## config.mk

```make
export PLATFORM = sky130hd
export DESIGN_NAME = trap_seq_ctrl
export DESIGN_NICKNAME = d
export VERILOG_FILES = /design/src/rtl/trap_seq_ctrl_pkg.sv /design/src/rtl/trap_seq_ctrl_cause_enc.sv /design/src/rtl/trap_seq_ctrl.sv
export SDC_FILE = /design/constraint.sdc
export NUM_CORES = 1
export LEC_CHECK = 0
export ABC_AREA = 1
export CORE_ASPECT_RATIO = 0.8
export CORE_MARGIN = 2
export CORE_UTILIZATION = 47
export DETAILED_ROUTE_END_ITERATION = 8
export GPL_ROUTABILITY_DRIVEN = 0
export PLACE_DENSITY_LB_ADDON = 0.15
export SLEW_MARGIN = 20
export SYNTH_ARGS = -nofsm -noshare
export SYNTH_HDL_FRONTEND = slang
export SYNTH_SLANG_ARGS = --single-unit
```

## constraint.sdc

```tcl
create_clock -name clk -period 3.9 [get_ports clk]
set_input_delay 0.78 -clock clk [delete_from_list [all_inputs] [get_ports clk]]
set_output_delay 0.78 -clock clk [all_outputs]
set_load 0.01 [all_outputs]
```

## src/rtl/trap_seq_ctrl_pkg.sv

```systemverilog
// Shared constants for the commit-point trap controller: CSR addresses,
// exception cause codes, mstatus bit positions and the sequencer states.
package trap_seq_ctrl_pkg;

    localparam logic [11:0] CSR_MSTATUS = 12'h300;
    localparam logic [11:0] CSR_MTVEC   = 12'h305;
    localparam logic [11:0] CSR_MEPC    = 12'h341;
    localparam logic [11:0] CSR_MCAUSE  = 12'h342;
    localparam logic [11:0] CSR_MTVAL   = 12'h343;

    localparam logic [3:0] CAUSE_MISAL   = 4'd0;
    localparam logic [3:0] CAUSE_ILLEGAL = 4'd2;
    localparam logic [3:0] CAUSE_BREAK   = 4'd3;
    localparam logic [3:0] CAUSE_ECALL   = 4'd11;

    localparam int MS_MIE    = 3;
    localparam int MS_MPIE   = 7;
    localparam int MS_MPP_LO = 11;
    localparam int MS_MPP_HI = 12;

    typedef enum logic [2:0] {
        IDLE      = 3'd0,
        W_MEPC    = 3'd1,
        W_MCAUSE  = 3'd2,
        W_MTVAL   = 3'd3,
        W_MSTATUS = 3'd4,
        M_MSTATUS = 3'd5,
        REDIRECT  = 3'd6
    } state_t;

endpackage

```

## src/rtl/trap_seq_ctrl_cause_enc.sv

```systemverilog
// Priority encoder from the WB trap flags to {take, is_int, cause}.
// Interrupts win over every synchronous exception; mret is not a trap here.
module trap_cause_enc
    import trap_seq_ctrl_pkg::*;
#(
    parameter int XLEN = 32
) (
    input  logic            int_pending,
    input  logic [3:0]      int_code,
    input  logic            misal,
    input  logic            illg,
    input  logic            ecall,
    input  logic            ebreak,
    output logic            take,
    output logic            is_int,
    output logic [XLEN-1:0] cause
);

    // First matching flag in priority order selects the cause.
    always_comb begin
        take   = 1'b1;
        is_int = 1'b0;
        cause  = '0;
        if (int_pending) begin
            is_int = 1'b1;
            cause  = {1'b1, {(XLEN-5){1'b0}}, int_code};
        end else if (misal) begin
            cause = XLEN'(CAUSE_MISAL);
        end else if (illg) begin
            cause = XLEN'(CAUSE_ILLEGAL);
        end else if (ecall) begin
            cause = XLEN'(CAUSE_ECALL);
        end else if (ebreak) begin
            cause = XLEN'(CAUSE_BREAK);
        end else begin
            take = 1'b0;
        end
    end

endmodule

```

## src/rtl/trap_seq_ctrl.sv

```systemverilog
// Commit-point trap controller. Detects traps/mret at WB, kills and flushes,
// walks the single CSR write port through the update sequence, then issues
// one PC redirect.
module trap_seq_ctrl
    import trap_seq_ctrl_pkg::*;
#(
    parameter int XLEN       = 32,
    parameter int CSR_ADDR_W = 12
) (
    input  logic                  clk,
    input  logic                  rst,
    input  logic                  wb_valid,
    input  logic [XLEN-1:0]       wb_pc,
    input  logic [XLEN-1:0]       wb_inst,
    input  logic                  wb_inst_addr_misal,
    input  logic                  wb_is_illg_inst,
    input  logic                  wb_is_ecall_inst,
    input  logic                  wb_is_ebreak_inst,
    input  logic                  wb_is_mret,
    input  logic                  int_pending,
    input  logic [3:0]            int_code,
    input  logic [XLEN-1:0]       csr_mstatus,
    input  logic [XLEN-1:0]       csr_mtvec,
    input  logic [XLEN-1:0]       csr_mepc,
    output logic                  wb_kill,
    output logic                  flush,
    output logic                  csr_we,
    output logic [CSR_ADDR_W-1:0] csr_waddr,
    output logic [XLEN-1:0]       csr_wdata,
    output logic                  redirect_valid,
    output logic [XLEN-1:0]       redirect_pc,
    output logic                  trap_busy
);

    state_t          state;
    logic [XLEN-1:0] epc_q, cause_q, tval_q, mstatus_q;
    logic            is_int_q, is_mret_q;

    logic            take, is_int;
    logic [XLEN-1:0] cause;
    logic            detect_ok, trap_go, mret_go;
    logic [XLEN-1:0] trap_ms, mret_ms;

    trap_cause_enc #(.XLEN(XLEN)) u_enc (
        .int_pending (int_pending),
        .int_code    (int_code),
        .misal       (wb_inst_addr_misal),
        .illg        (wb_is_illg_inst),
        .ecall       (wb_is_ecall_inst),
        .ebreak      (wb_is_ebreak_inst),
        .take        (take),
        .is_int      (is_int),
        .cause       (cause)
    );

    // Flags only count at a valid WB boundary while the sequencer is free.
    assign detect_ok = !rst && wb_valid && (state == IDLE);
    assign trap_go   = detect_ok && take;
    assign mret_go   = detect_ok && !take && wb_is_mret;
    assign wb_kill   = trap_go;
    assign flush     = trap_go || mret_go || (state != IDLE);
    assign trap_busy = (state != IDLE);

    // New mstatus images for trap entry and for mret.
    always_comb begin
        trap_ms                       = csr_mstatus;
        trap_ms[MS_MPIE]              = csr_mstatus[MS_MIE];
        trap_ms[MS_MIE]               = 1'b0;
        trap_ms[MS_MPP_HI:MS_MPP_LO]  = 2'b11;
        mret_ms                       = csr_mstatus;
        mret_ms[MS_MIE]               = csr_mstatus[MS_MPIE];
        mret_ms[MS_MPIE]              = 1'b1;
    end

    // Sequencer state and the values captured at the detect cycle.
    always_ff @(posedge clk) begin
        if (rst) begin
            state     <= IDLE;
            epc_q     <= '0;
            cause_q   <= '0;
            tval_q    <= '0;
            mstatus_q <= '0;
            is_int_q  <= 1'b0;
            is_mret_q <= 1'b0;
        end else begin
            case (state)
                IDLE: begin
                    if (trap_go) begin
                        epc_q     <= wb_pc;
                        cause_q   <= cause;
                        tval_q    <= (!is_int && !wb_inst_addr_misal && wb_is_illg_inst) ? wb_inst : '0;
                        mstatus_q <= trap_ms;
                        is_int_q  <= is_int;
                        is_mret_q <= 1'b0;
                        state     <= W_MEPC;
                    end else if (mret_go) begin
                        mstatus_q <= mret_ms;
                        is_int_q  <= 1'b0;
                        is_mret_q <= 1'b1;
                        state     <= M_MSTATUS;
                    end
                end
                W_MEPC:    state <= W_MCAUSE;
                W_MCAUSE:  state <= W_MTVAL;
                W_MTVAL:   state <= W_MSTATUS;
                W_MSTATUS: state <= REDIRECT;
                M_MSTATUS: state <= REDIRECT;
                default:   state <= IDLE;
            endcase
        end
    end

    // Moore CSR-port and redirect outputs decoded from state and captures.
    always_comb begin
        csr_we         = 1'b0;
        csr_waddr      = '0;
        csr_wdata      = '0;
        redirect_valid = 1'b0;
        redirect_pc    = '0;
        case (state)
            W_MEPC: begin
                csr_we    = 1'b1;
                csr_waddr = CSR_ADDR_W'(CSR_MEPC);
                csr_wdata = epc_q;
            end
            W_MCAUSE: begin
                csr_we    = 1'b1;
                csr_waddr = CSR_ADDR_W'(CSR_MCAUSE);
                csr_wdata = cause_q;
            end
            W_MTVAL: begin
                csr_we    = 1'b1;
                csr_waddr = CSR_ADDR_W'(CSR_MTVAL);
                csr_wdata = tval_q;
            end
            W_MSTATUS, M_MSTATUS: begin
                csr_we    = 1'b1;
                csr_waddr = CSR_ADDR_W'(CSR_MSTATUS);
                csr_wdata = mstatus_q;
            end
            REDIRECT: begin
                redirect_valid = 1'b1;
                if (is_mret_q) begin
                    redirect_pc = csr_mepc;
                end else begin
                    redirect_pc = {csr_mtvec[XLEN-1:2], 2'b00};
                    // Vectored mode offsets only interrupts, by 4*cause.
                    if (csr_mtvec[1:0] == 2'b01 && is_int_q)
                        redirect_pc = redirect_pc + XLEN'({cause_q[3:0], 2'b00});
                end
            end
            default: ;
        endcase
    end

endmodule

```

# Yosys cells after proc, flatten, opt, wreduce, memory -nomap -nowiden
# Index checks and enable logic that the tools add are counted.
classes:
  mul: 0
  bitwise_logic: 0
  eq_ne: 8
  div: 0
  shift: 0
  n_reduce_logical: 21
  addsub: 1
  magnitude_cmp: 0
  muxes: 28
op_table:
  columns: ["op", "count"]
  rows:
  - ["32-bit two-way mux", 10]
  - ["32-bit case mux with 4 select lines", 1]
  - ["10-bit case mux with 4 select lines", 1]
  - ["32-bit by 6-bit adder with 32-bit output", 1]
  - ["3-bit case mux with 5 select lines", 1]
  - ["1-bit two-way mux", 12]
  - ["3-bit equality test (second input constant)", 3]
  - ["1-bit logical AND", 8]
  - ["3-bit by 2-bit equality test with 1-bit output (second input constant)", 2]
  - ["3-bit two-way mux", 2]
  - ["5-bit OR reduction", 1]
  - ["1-bit logical NOT", 4]
  - ["2-bit AND reduction", 2]
  - ["3-bit by 1-bit equality test with 1-bit output (second input constant)", 1]
  - ["3-bit logical NOT", 1]
  - ["3-bit != test (second input constant)", 1]
  - ["3-bit nonzero test", 1]
  - ["2-bit by 1-bit equality test with 1-bit output (second input constant)", 1]
  - ["1-bit logical OR", 2]
  - ["2-bit two-way mux", 1]
  - ["2-bit nonzero test", 1]
  - ["2-bit OR reduction", 1]
totals:
  mem_bits_rw: 0
  latchBits: 0
  input_bits: 173
  rom_bits: 0
  mem_count: 0
  output_inout_bits: 81
  elab_cells: 65
  ff_bits: 133

# Longest topological paths before layout
# Gate-level depths: netlist of the first run.
depth:
  word_depth: 11
  depth_mapped: 13
  ltp_nobuf: 13

# By module
# From an unflattened synthesis of the first run, not the netlist that was laid out.
unflattened:
  hier_cells: 1126
  area_unflattened_um2: 7208.2
by_module_without_submodules:
  columns: ["module", "cells_each", "instances", "area_each_um2", "seq_area_each_um2"]
  rows:
  - ["trap_seq_ctrl", 1077, 1, 6909.1, 2662.6]
  - ["trap_cause_enc", 49, 1, 299.0, 0.0]

# Least setup slack after synthesis of the first run
# Ideal clock, no wire load.
synth_timing:
  path_type: "input to output"
  from: "input csr_mtvec[2]"
  to: "output redirect_pc[16]"
  arrival_ns: 2.207
  setup_slack_ns: 0.913
  stages: 11
  cell_sequence: "ha_1 -> inv_1 -> fa_1 -> nor2_1 -> o21ai_1 -> nor2_1 -> inv_1 -> o21ai_0 -> nand2_1 -> o21ai_0 -> inv_1"
synth_via:
  elab_chain_cells: 4
synth_lines:
  columns: ["item", "line_no", "rtl"]
  rows:
  - ["start: declaration", "trap_seq_ctrl.sv:23", "input logic [XLEN-1:0] csr_mtvec,"]
  - ["32-bit by 6-bit adder with 32-bit output", "trap_seq_ctrl.sv:149", "redirect_pc = redirect_pc + XLEN'({cause_q[3:0], 2'b00});"]
  - ["32-bit two-way mux", "trap_seq_ctrl.sv:148", "if (csr_mtvec[1:0] == 2'b01 && is_int_q)"]
  - ["32-bit two-way mux", "trap_seq_ctrl.sv:143", "if (is_mret_q) begin"]
  - ["32-bit two-way mux", "trap_seq_ctrl.sv:120", "case (state)"]
  - ["end: declaration", "trap_seq_ctrl.sv:31", "output logic [XLEN-1:0] redirect_pc,"]
# No other way between the ends.

# Worst setup path in the final report of the first run
layout_timing:
  from: "input csr_mtvec[3]"
  to: "output redirect_pc[29]"
# The elaborated chain is that of the path after synthesis.

==> results of run 1 <==
## layout make-up
class | count | area share, %
Multi-Input combinational cell | 658 | 35.8
Timing Repair Buffer | 275 | 29.9
Sequential cell | 106 | 23.4
Clock buffer | 9 | 2.48
Antenna cell | 1 | 0.0276
Clock inverter | 7 | 0.966
Tap cell | 171 | 2.36
Inverter | 121 | 5.02
## cell usage in the layout (no fill, tap or decap), types with 11 or more instances in the layout
cell               n
a21oi_1           22
nor2_1           136
nor2_2            11
nand3_1           64
o21ai_0          105
buf_4             28
nand2_1          196
dlymetal6s2s_1    13
clkdlybuf4s50_1  224
o221ai_1          26
inv_1            114
o21ai_1           19
dfxtp_1          106
## registers in the layout, summed over array words and instances (netlist names)
signal	count
is_int_q	1
is_mret_q	1
epc_q	32
cause_q	5
mstatus_q	32
tval_q	32
state	3
## stage by stage
stage	util (%)	instances	setup TNS, ps
after global routing	73.7	1347	-89.7
after CTS	72.9	1345	0
after detailed placement	70.1	1328	-4460
final	73.7	1348	0
after global placement	70.1	1328	-3080
after floorplan	-	938	0
## worst max path at each step
stage / slack (ps) / to / depth (start not counted)
floorplan: 910 / redirect_pc[16] / 11
global placement: -360 / redirect_pc[18] / 12
detailed placement: -470 / redirect_pc[18] / 12
CTS: 3 / redirect_pc[20] / 13
global route: -90 / redirect_pc[29] / 13
finish: 60 / redirect_pc[29] / 13
## critical path, delay by kind of cell
kind,cells,cell delay [ps]
and+or+nand+nor,7,790
AOI/OAI and AO/OA,1,170
adders and majority gates,1,270
buffers and inverters,4,1050
## power by group
| part | leakage, nW | total [mW] | switching [mW] | internal, mW |
|---|---|---|---|---|
| Sequential | 0.867 | 1.38 | 0.0986 | 1.29 |
| Clock | 0.145 | 0.937 | 0.427 | 0.509 |
| Combinational | 2.97 | 1.51 | 0.861 | 0.644 |
## per-layer routing
metal,vias up,global-route usage (%)
li1,3483,-
met1,3178,41.8
met2,354,45.8
met3,45,5.89
met4,0,8.06
met5,-,0
## logic make-up (layout without fill, tap and decap cells)
logic type               Yosys count  count (layout)
AO/OA/AOI/OAI                    189             189
adder cells (fa/ha/maj)            8               8
buffers and inverters            174             412
AND/OR/NAND/NOR                  449             449
flip-flops                       106             106
other                              1               8
XOR/XNOR                           5               5
## timing repair
action                     4_1_cts  5_1_grt
hold buffers                     0        0
buffers inserted                 1        2
gates resized for setup         21       31
setup endpoints to repair       23       22
pin swaps                        4        7
==> flow_summary.yaml, run 1 <==
global_route:
  track_usage_pct: 29.6
  grt_remaining_overflow: 0
  antenna_found_initial: 1
  grt_pass1_vias: 6307
  grt_max_degree: 51
  grt_pass1_wl_um: 32000
route:
  wl_met3_um: 2010
  drt_iter0_markers: 669
  ant_nets: 0
  drcViolationCount: 0
  top_layer: "met4"
  vias: 7060
  wl_per_cell_um: 15.5
  vias_per_cell: 5.24
  drt_wl_total_um: 20900
  wirelength_met1_um: 9200
  first_pass_iters: 5
  dr_wl_met2_um: 9170
synthesis:
  synth_area_leaders: "dfxtp_1 (36%), nand2_1 (13%), o21ai_0 (9.4%)"
  synthFlopType: "dfxtp_1"
  ys_ff_latch: 106
  synth.most_common_cell: "nand2_1"
  synth_top_area_cell: "dfxtp_1"
  synthXorXnorAreaFrac_pct: 0.733
  ys_types: 42
  avgSynthCellArea_sq_um: 6.41
  synth_top_area_share_pct: 35.5
  synthMuxAreaShare_pct: 0
  synth_top_family_by_area: "simple AND/OR/NAND/NOR gates"
  synth_common_cells: "nand2_1 (199), nor2_1 (144), inv_1 (114)"
  synth-compound-area-share_pct: 18.2
  syn_inst: 932
  synthAdderAreaFrac_pct: 1.80
  syn_area_sq_um: 5980
  synth-edff-count: 0
  seq_area_frac_synth_pct: 35.5
  synth-simple-area-share_pct: 31.5
  yosysWarnings: 0
  synthArstFlopShare_pct: 0
sta:
  rsz0062_at_grt: "yes"
  slew_viol_final: 0
  finalHoldViolations: 0
  worst_pin_slew_ps: 610
  slew_headroom_pct: 59.3
  whs_ps: 466
  max_freq_mhz: 261
  finalSetupViolCount: 0
  skew_ps: 8.12
  post-route-period-util_pct: 98.4
  finalWorstSetupSlack_ps: 63.5
  fin_crit_ps: 3840
die:
  core-area_sq_um: 12300
  initial_utilization_pct: 48.6
  io_pins: 254
  dieArea_sq_um: 13600
  num_rows: 36
  die_y_um: 105
  die_w_um: 130
worst_setup_path:
  r2r_slack_ps: 1760
  cp-start-kind: "primary input"
  worst_path_largest_cell_delay_ps: 460
  end_kind: "output port"
  cpMaxStageDelayCell: "clkdlybuf4s50_1"
  crit_path_cell_trace: "clkdlybuf4s50_1, buf_4, ha_1, nand2_1, nand2_2, nand3_2, nand2_4, nand4_1, o21ai_1, nand3_1, nand2_1, inv_1, clkdlybuf4s50_1"
  path_class: "in2out"
  reg2reg_to: "epc_q[24]$_SDFFE_PP0P_"
  worst_ep_required_time_ps: 3120
  worstPathMaxFanout: 5
  critPathLaunch: "csr_mtvec[3]"
  r2r-start: "state[2]$_SDFFE_PP0P_"
  arrival_ps: 3060
  r2r_cells: 8
layout:
  syn_to_final_growth_pct: 51.7
  fin_nets: 1352
  drive_above_1_share_pct: 7.31
  final-seq-area_sq_um: 2120
  multi_input_area_sq_um: 3250
  stdcell_area_sq_um: 9070
  num-fill-cells: 1008
hold_path:
  hold_end: "mstatus_q[3]$_SDFFE_PP0P_"
  holdPathStages: 2
  min_from: "mstatus_q[3]$_SDFFE_PP0P_"
  holdCritPathClass: "reg2reg"
pwr:
  vdd_ir_drop_max_v: 0.000293
  power_mw: 3.83
  leakage_nw: 3.98
  power_density_nw_per_um2: 422
cts:
  clk_pin_slew_worst_paths_ps: 70
  cts_tree: "built"
  clkSinkCount: 106
  cts_root_buf: "clkbuf_16"
  cts_buffer_depth: 2
  numCtsBuffers: 9
  clock_latency_ps: 350
  htree_levels: 3
run_status:
  status: "finished clean"
placement:
  dp_slack_ps: -473
  portBuffers: 246
  dpl-instance-area_sq_um: 8620
  hpwl_um: 15200
run:
  cap_violations: 0
Note: power is estimated with default switching activity, not from simulation.
==> run 2, diff against run 1 <==
--- a/config.mk
+++ b/config.mk
@@ -11,7 +11,7 @@
 export CORE_UTILIZATION = 47
 export DETAILED_ROUTE_END_ITERATION = 8
 export GPL_ROUTABILITY_DRIVEN = 0
-export PLACE_DENSITY_LB_ADDON = 0.15
+export PLACE_DENSITY = 0.93
 export SLEW_MARGIN = 20
 export SYNTH_ARGS = -nofsm -noshare
 export SYNTH_HDL_FRONTEND = slang
==> flow_summary.yaml, run 2 (same netlist as run 1, synthesis figures left out) <==
die:
  core-area_sq_um: 12300
  io_pins: 254
  die_w_um: 130
  num_rows: 36
  dieArea_sq_um: 13600
  die_y_um: 105
  initial_utilization_pct: 48.6
layout:
  final_cell_mix: "clkdlybuf4s50_1 (222), nand2_1 (197), nor2_1 (134)"
  utilization_pct: 73.8
  fin_cells: 1354
  antenna_cells: 0
  syn_to_final_growth_pct: 51.8
  num-fill-cells: 943
  final_common_cell: "clkdlybuf4s50_1"
  fin_nets: 1359
  drive_above_1_share_pct: 7.86
  reg.largest.list: "epc_q: 32 flops, mstatus_q: 32 flops, tval_q: 32 flops"
cts:
  htree_levels: 3
  cts_buffer_depth: 2
  clkSinkCount: 106
  clk_pin_slew_worst_paths_ps: 70
  numCtsBuffers: 9
  cts_tree: "built"
  clock_latency_ps: 360
  cts_root_buf: "clkbuf_16"
global_route:
  grt_max_degree: 61
  use_met3_pct: 6.50
  grt_pass1_wl_um: 33600
  grtUsageMet1_pct: 41.7
  top_usage_layer: "met2"
  grt_pass1_vias: 6693
  antenna_found_initial: 0
  track_usage_pct: 31.1
  grt_remaining_overflow: 0
  grt_use_met2_pct: 47.9
worst_setup_path:
  crit_path_cell_trace: "clkdlybuf4s50_1, ha_4, inv_1, nand2_1, nand3_2, nand2_2, buf_4, nand3_1, nor2_2, buf_4, nand3_1, nand3_1, nand2_1, inv_1, clkbuf_2"
  worst_ep_required_time_ps: 3120
  cp-start-kind: "primary input"
  arrival_ps: 3090
  end_kind: "output port"
  worstPathMaxFanout: 4
  cpMostUsedCell: "nand3_1"
  worst_path_largest_cell_delay_ps: 500
  cpMaxStageDelayCell: "clkdlybuf4s50_1"
  r2r_cells: 7
  path_class: "in2out"
route:
  drt_iter0_markers: 895
  ant_nets: 0
  drt_wl_total_um: 22200
  wl_per_cell_um: 16.4
  drcViolationCount: 0
  first_pass_iters: 7
  vias: 7358
  vias_per_cell: 5.43
sta:
  skew_ps: 6.90
  slew_headroom_pct: 29.5
  post-route-period-util_pct: 99.1
  worst_pin_slew_ps: 1050
  max_freq_mhz: 259
  fin_crit_ps: 3870
  slew_viol_final: 0
  rsz0062_at_grt: "yes"
  finalHoldViolations: 0
  finalSetupViolCount: 0
  finalWorstSetupSlack_ps: 33.5
pwr:
  vdd_ir_drop_max_v: 0.000270
  leakage_nw: 4.00
  power_density_nw_per_um2: 420
  power_mw: 3.81
run_status:
  status: "finished clean"
run:
  cap_violations: 0
hold_path:
  holdPathStages: 2
  holdCritPathClass: "reg2reg"
placement:
  dpl.cell_count: 1331
  dp_slack_ps: -334
  hpwl_um: 16100
  portBuffers: 246
==> run 2: changes by cell type in the layout (fill, tap and decap cells not counted), sizes merged <==
| cell | before | now |
|---|---|---|
| buf | 29 | 36 |
| clkbuf | 9 | 13 |
| inv | 120 | 117 |
| clkdlybuf4s50 | 224 | 222 |
| clkinv | 5 | 7 |
| clkdlybuf4s15 | 0 | 1 |
| clkinvlp | 2 | 1 |
| diode | 1 | 0 |
| dlygate4sd2 | 9 | 8 |
==> run 2: per-stage QoR <==
step	setup TNS [ps]	hold slack (ps)	instance area [sq um]
6_report	0	466	9070
5_1_grt	-319	475	9070
4_1_cts	-50.4	467	8950
3_5_place_dp	-2980	457	8630
3_3_place_gp	-2120	449	8630
2_1_floorplan	0	433	6000
==> run 2: what timing repair did <==
item | 4_1_cts | 5_1_grt
setup buffers | 3 | 4
endpoints found under the setup margin | 22 | 26
hold endpoints to repair | 0 | 0
gates resized for setup | 21 | 38
pin swaps | 4 | 10
hold buffers | 0 | 0
==> run 2: path summary, 6_finish.rpt <==
kind                             startpoint                        end  slack [ps]
setup reg to reg      state[2]$_SDFFE_PP0P_     epc_q[17]$_SDFFE_PP0P_        1580
hold / removal    mstatus_q[3]$_SDFFE_PP0P_  mstatus_q[3]$_SDFFE_PP0P_         470
setup / recovery               csr_mtvec[4]            redirect_pc[31]          30
hold reg to reg   mstatus_q[3]$_SDFFE_PP0P_  mstatus_q[3]$_SDFFE_PP0P_         470
==> run 2: layout make-up <==
class | count | area [sq um] | area share [%]
clock buffer | 11 | 243 | 2.68
clock inverter | 5 | 53.8 | 0.593
inverter | 121 | 459 | 5.06
multi-input combinational | 658 | 3240 | 35.7
sequential | 106 | 2120 | 23.4
tap | 171 | 214 | 2.36
timing repair buffer | 282 | 2750 | 30.3
==> run 2: critical path: cells and delay by family <==
family                   cells  cell delay (ps)
AND/OR/NAND/NOR              8              970
adder cells (fa/ha/maj)      1              320
buffers and inverters        6             1010
==> run 2: power by group <==
part / switching (mW) / internal, mW / leakage (nW) / total (mW)
Combinational: 0.864 / 0.647 / 2.99 / 1.51
Clock: 0.402 / 0.513 / 0.149 / 0.915
Sequential: 0.101 / 1.29 / 0.867 / 1.39
Total: 1.37 / 2.45 / 4.00 / 3.81
==> run 2: metal layers <==
| metal | part of all wire (%) | wire length, um | vias up |
|---|---|---|---|
| li1 | - | - | 3493 |
| met1 | 41 | 9080 | 3332 |
| met2 | 45 | 9950 | 444 |
| met3 | 9.2 | 2050 | 89 |
| met4 | 5.0 | 1110 | 0 |
| met5 | 0 | 0 | - |
